==> config.mk <==
export PLATFORM = sky130hd
export DESIGN_NAME = sap_control_sequencer
export DESIGN_NICKNAME = d
export VERILOG_FILES = /design/src/rtl/sap_control_sequencer.sv
export SDC_FILE = /design/constraint.sdc
export NUM_CORES = 1
export LEC_CHECK = 0
export CORE_ASPECT_RATIO = 2
export CORE_UTILIZATION = 25
export DETAILED_ROUTE_END_ITERATION = 8
export HOLD_SLACK_MARGIN = 0.03
export SLEW_MARGIN = 30
export SYNTH_ARGS = -nofsm -noshare
export SYNTH_HDL_FRONTEND = slang
export SYNTH_SLANG_ARGS = --single-unit
export TNS_END_PERCENT = 1
==> constraint.sdc <==
create_clock -name clk -period 3.11 [get_ports clk]
set_input_delay 0.7775 -clock clk [delete_from_list [all_inputs] [get_ports clk]]
set_output_delay 0.7775 -clock clk [all_outputs]
set_load 0.01 [all_outputs]
==> src/rtl/sap_control_sequencer.sv <==
// SAP-1 control sequencer: PC, MAR and IR plus the six-state T-cycle control-word decode.
// Optional macro SAP_JUMP_EN adds JMP/JC/JZ; when it is undefined those opcodes execute as NOP.
module sap_control_sequencer #(
  parameter logic [3:0] PC_RESET = 4'h0,
  parameter int         T_LAST   = 6
) (
  input  logic       clk,
  input  logic       rst_n,
  input  logic       run,
  input  logic [7:0] bus_in,
  output logic [7:0] bus_out,
  output logic       bus_drive,
  output logic [3:0] mem_addr,
  output logic       mem_ce,
  output logic       nLa,
  output logic       Ea,
  output logic       nLb,
  output logic       Eb,
  output logic       Eu,
  output logic       sub,
  output logic       out_load,
  input  logic       cf,
  input  logic       zf,
  output logic       halted,
  output logic [2:0] tstate
);

  typedef enum logic [2:0] {
    T1 = 3'd1,
    T2 = 3'd2,
    T3 = 3'd3,
    T4 = 3'd4,
    T5 = 3'd5,
    T6 = 3'd6
  } tstate_t;

  localparam logic [3:0] OP_LDA = 4'h0;
  localparam logic [3:0] OP_ADD = 4'h1;
  localparam logic [3:0] OP_SUB = 4'h2;
  localparam logic [3:0] OP_OUT = 4'hE;
  localparam logic [3:0] OP_HLT = 4'hF;
  localparam logic [2:0] T_END  = 3'(T_LAST);

  tstate_t    state_q;
  tstate_t    state_next;
  logic [3:0] pc_q;
  logic [3:0] mar_q;
  logic [7:0] ir_q;
  logic       halted_q;

  logic [3:0] opcode;
  logic       active;
  logic       jump_taken;

  // Raw control word before run/halt gating.
  logic       drive_d;
  logic [7:0] drive_val_d;
  logic       mem_ce_d;
  logic       nla_d;
  logic       nlb_d;
  logic       ea_d;
  logic       eu_d;
  logic       sub_d;
  logic       out_load_d;

  assign opcode = ir_q[7:4];
  assign active = run & ~halted_q;

`ifdef SAP_JUMP_EN
  localparam logic [3:0] OP_JMP = 4'h3;
  localparam logic [3:0] OP_JC  = 4'h7;
  localparam logic [3:0] OP_JZ  = 4'h8;

  always_comb begin
    jump_taken = 1'b0;
    case (opcode)
      OP_JMP:  jump_taken = 1'b1;
      OP_JC:   jump_taken = cf;
      OP_JZ:   jump_taken = zf;
      default: jump_taken = 1'b0;
    endcase
  end
`else
  logic unused_flags;
  assign jump_taken   = 1'b0;
  assign unused_flags = cf ^ zf;
`endif

  // HLT parks the sequencer in T4 until reset.
  always_comb begin
    if (state_q == T4 && opcode == OP_HLT) begin
      state_next = T4;
    end else if (state_q == tstate_t'(T_END)) begin
      state_next = T1;
    end else begin
      state_next = tstate_t'(state_q + 3'd1);
    end
  end

  always_comb begin
    // NOTE: every output gets a default first so no path leaves one unassigned and no latch is inferred.
    drive_d     = 1'b0;
    drive_val_d = 8'h00;
    mem_ce_d    = 1'b0;
    nla_d       = 1'b1;
    nlb_d       = 1'b1;
    ea_d        = 1'b0;
    eu_d        = 1'b0;
    sub_d       = 1'b0;
    out_load_d  = 1'b0;
    case (state_q)
      T1: begin
        drive_d     = 1'b1;
        drive_val_d = {4'h0, pc_q};
      end
      T3: mem_ce_d = 1'b1;
      T4: begin
        case (opcode)
          OP_LDA, OP_ADD, OP_SUB: begin
            drive_d     = 1'b1;
            drive_val_d = {4'h0, ir_q[3:0]};
          end
          OP_OUT: begin
            ea_d       = 1'b1;
            out_load_d = 1'b1;
          end
          default: begin
            if (jump_taken) begin
              drive_d     = 1'b1;
              drive_val_d = {4'h0, ir_q[3:0]};
            end
          end
        endcase
      end
      T5: begin
        case (opcode)
          OP_LDA: begin
            mem_ce_d = 1'b1;
            nla_d    = 1'b0;
          end
          OP_ADD, OP_SUB: begin
            mem_ce_d = 1'b1;
            nlb_d    = 1'b0;
          end
          default: ;
        endcase
      end
      T6: begin
        if (opcode == OP_ADD || opcode == OP_SUB) begin
          eu_d  = 1'b1;
          nla_d = 1'b0;
        end
      end
      default: ;
    endcase
    // Subtract is set from T4 so the ALU has settled before the T6 write-back.
    if (opcode == OP_SUB && (state_q == T4 || state_q == T5 || state_q == T6)) begin
      sub_d = 1'b1;
    end
  end

  assign bus_drive = active & drive_d;
  assign bus_out   = (active & drive_d) ? drive_val_d : 8'h00;
  assign mem_ce    = active & mem_ce_d;
  assign nLa       = nla_d | ~active;
  assign nLb       = nlb_d | ~active;
  assign Ea        = active & ea_d;
  assign Eb        = 1'b0;
  assign Eu        = active & eu_d;
  assign sub       = active & sub_d;
  assign out_load  = active & out_load_d;
  assign mem_addr  = mar_q;
  assign halted    = halted_q;
  assign tstate    = state_q;

  always_ff @(posedge clk or negedge rst_n) begin
    if (!rst_n) begin
      state_q  <= T1;
      pc_q     <= PC_RESET;
      mar_q    <= 4'h0;
      ir_q     <= 8'h00;
      halted_q <= 1'b0;
    end else if (active) begin
      // NOTE: non-blocking assignments so every register here sees pre-edge values.
      state_q <= state_next;
      case (state_q)
        T1: mar_q <= bus_in[3:0];
        T2: pc_q  <= pc_q + 4'd1;
        T3: ir_q  <= bus_in;
        T4: begin
          if (opcode == OP_LDA || opcode == OP_ADD || opcode == OP_SUB) begin
            mar_q <= bus_in[3:0];
          end
          if (jump_taken) begin
            pc_q <= bus_in[3:0];
          end
          if (opcode == OP_HLT) begin
            halted_q <= 1'b1;
          end
        end
        default: ;
      endcase
    end
  end

endmodule
==> results.md <==
* Slew Limit Fails at 0
* Clock transition at path regs at 0.07 ns
* Final Critical Period at 3.06 ns
* First-pass GRT wire length at 3.82 mm
* Ranking of synthesized cells by area: dfrtp_1, mux2_1, mux2_2, buf_4, a22oi_1
* WS Path Type: primary input to primary output
* Synth cell types at 33
* Overflow after GRT at 0
* Cts bufs inserted at 3
* Mean routed wirelength per cell at 13.4 um
* Cell internal pwr at 818 uW
* Pwr dens at 862 nW/um^2
* Unrepaired setup endpoints after global routing: no
* RR Startpoint: tstate[0]
* Gate Count Post-Synth at 100
* Status: finished, final reports clean
* Crit path max-delay cell type: clkdlybuf4s50_1
* NetSw at 470 uW
* Combinational share of power at 43.5%
* Core footprint at 4090 sq um
* Sw frac at 36.5%
* IO buf count at 30
* Die extent in x at 48.4 um
* Initial antenna violation count at 0
* Reg2Reg Depth at 4
* Crit-path max FO at 5
* Layout cell share with drive strength beyond 1 at 18.9%
* Starting density of the core at 26.3%
* Synthesized area per cell at 10.7 sq um
* Type of the most critical hold path: primary input to async pin
* Crit path max-delay family: buffers and inverters
* Clk pwr share at 15.6%
* Layout Nets at 148
* Max H-tree Level at 1
* Max incr delay on CP at 0.52 ns
* Yosys reg bits at 20
* Num ports at 38
* Req. time, crit path at 2.33 ns
* Met3 Usage GRT at 1.93%
* Clock Sinks at 20
* CTS root buf: clkbuf_8
* Worst Setup End Kind: primary output
* Largest net degree at the start of global routing at 21
* Synthesized area at 1070 sq um
* TritonCTS clock tree: built
* Hold WS at 0.457 ns
* Die Y-Extent at 94.7 um
* FMAX at 327 MHz
* Slew @ Worst Pin at 0.569 ns
* Synth area leader: dfrtp_1
* Final Cycle Share at 98.3%
* Cells after DPL at 180
* Ys Warns at 0
* Antenna Cells at 0
* Setup slack, reg-to-reg at 1.29 ns
* Total global-route track usage at 11.1%
* Vias at 830
* Drt initial violations at 5
* Sequential share of power at 40.9%
* Critical path cell sequence: clkdlybuf4s50_1, nor2b_4, buf_4, o21a_4, clkdlybuf4s50_1
* Slew HR at 61.7%
* Critical Path Source Type: primary input
* Die area at 4580 sq um
* # hold bufs at CTS at 0
* Clock Tree Buf Depth at 2
* Worst path arrival time at 2.28 ns
* Finish-stage setup viols at 0
* DP Wirelength at 1.92 mm
* GPL Wtd Cong at 0.762
* Final Hold Fails at 0
* Site Rows at 33
* Final routed DRC violation total at 0
* CP Buf/Inv Count at 3
* Vias per cell at 4.51
* Leakage at 0.000649 uW
* First drt pass iteration count at 4
* Layout Cells excl Fill at 184
* Met1 Track Usage GR at 10.3%
* Top Usage Layer GRT: met2
* Synth top area share at 44.2%
* CP dominant cell by count: clkdlybuf4s50_1
* Worst Skew at 0.00261 ns
* Routed Antenna Nets at 0
* Vias in the first global route at 862
* VDD IR-drop max at 0.466 mV
* Area Growth Syn to Fin at 39.0%
* Register area share after synthesis at 46.7%
* Detailed Route WL at 2.47 mm
* Reg-to-Reg End: mem_addr[0]
* Setup TNS at 0 ns
* Worst Setup SP: run
* M2 GR Usage at 22.3%
* Worst-Skew Late Latency at 0.26 ns
* Max cap viols at 0
==> how the worst max path moves through the flow <==
stage	endpoint	slack [ns]	cells past startpoint
after floorplan	out_load	0.79	4
after global placement	sub	-0.20	5
after detailed placement	sub	-0.21	5
after CTS	Eu	0.01	5
after global routing	bus_drive	0.01	5
final	bus_drive	0.05	5
==> power by group through the flow <==
stage / clock, uW / sequential (uW) / combinational, uW
after floorplan: 0 / 506 / 330
after global placement: 0 / 522 / 539
after detailed placement: 0 / 530 / 547
after CTS: 206 / 527 / 555
after global routing: 215 / 549 / 608
final: 201 / 526 / 560
==> cell families (layout without fill, tap and decap cells) <==
family | after synthesis | after routing | synth area share, %
simple gates | 35 | 35 | 18.0
mux | 13 | 13 | 13.6
other cells | 1 | 5 | 0.349
buf+inv | 10 | 38 | 5.82
fa+ha+maj | 2 | 2 | 2.33
compound gates | 15 | 15 | 9.90
xor+xnor | 4 | 4 | 3.26
flops | 20 | 20 | 46.7
==> worst register-to-register path, cell delays in order (launching register included) <==
cell	delay (ns)
dfstp_2	0.65
nor3b_2	0.41
o21a_4	0.20
buf_4	0.13
mux2_1	0.32
==> layout make-up <==
cell class / instances / area, sq um
clock buffers: 4 / 55.1
flip-flops and latches: 20 / 502
well taps: 52 / 65.1
multi-input cells: 74 / 548
fillers: 404 / 2590
repair buffers: 33 / 320
inverters: 1 / 3.75
==> repair_timing <==
| item | CTS | global route |
|---|---|---|
| resized for setup | 5 | 5 |
| pin swaps | 0 | 0 |
| buffers inserted | 0 | 0 |
| setup endpoints to repair | 7 | 4 |
==> Yosys cell counts <==
| cell | number |
|---|---|
| a21o_1 | 3 |
| a21oi_1 | 2 |
| a22oi_1 | 4 |
| and2_1 | 1 |
| and3_1 | 1 |
| and3_4 | 1 |
| buf_2 | 2 |
| buf_4 | 6 |
| clkbuf_1 | 1 |
| conb_1 | 1 |
| dfrtp_1 | 19 |
| dfstp_2 | 1 |
| ha_1 | 2 |
| inv_2 | 1 |
| mux2_1 | 7 |
| mux2_2 | 6 |
| nand2_1 | 8 |
| nand2b_1 | 3 |
| nand3_1 | 2 |
| nand4_1 | 1 |
| nor2_1 | 8 |
| nor2b_1 | 2 |
| nor3_1 | 3 |
| nor3b_2 | 2 |
| nor4_1 | 1 |
| o21a_4 | 1 |
| o21ai_0 | 2 |
| o21ai_1 | 2 |
| o22a_1 | 1 |
| or3_1 | 1 |
| or4b_1 | 1 |
| xnor2_1 | 2 |
| xor2_1 | 2 |
==> state kept, by name (all words and copies together) (netlist names) <==
name / cells
ir_q: 8
pc_q: 4
mem_addr: 4
tstate: 3
halted: 1
==> cell usage in the layout (no fill, tap or decap), types with 2 or more instances in the layout <==
master,synthesis,layout
a21o_1,3,3
a22oi_1,4,4
buf_4,6,3
nand2b_1,3,3
dlygate4sd2_1,0,2
xnor2_1,2,2
xor2_1,2,2
conb_1,1,5
mux2_1,7,7
a21oi_1,2,2
nor3b_2,2,2
o21ai_1,2,2
o21ai_0,2,2
clkdlybuf4s50_1,0,25
mux2_2,6,6
nor2_1,8,8
clkbuf_8,0,4
dlymetal6s2s_1,0,2
dfrtp_1,19,19
nor3_1,3,2
nand2_1,8,8
==> through the flow <==
| stage | total power [uW] | worst slack (ns) | cell area [sq um] | util [%] |
|---|---|---|---|---|
| finish | 1290 | 0.0544 | 1490 | 36.5 |
| global route | 1370 | 0.0141 | 1490 | 36.5 |
| CTS | 1290 | 0.0135 | 1480 | 36.3 |
| detailed placement | 1080 | -0.209 | 1420 | 34.7 |
| global placement | 1060 | -0.203 | 1420 | 34.7 |
| floorplan | 836 | 0.786 | 1090 | - |
==> layer usage <==
metal	vias to the layer above	part of all wire [%]
met5	-	0
met4	0	1.2
met3	4	3.6
met2	25	58
met1	399	37
li1	402	-
Note: power is estimated with default switching activity, not from simulation.
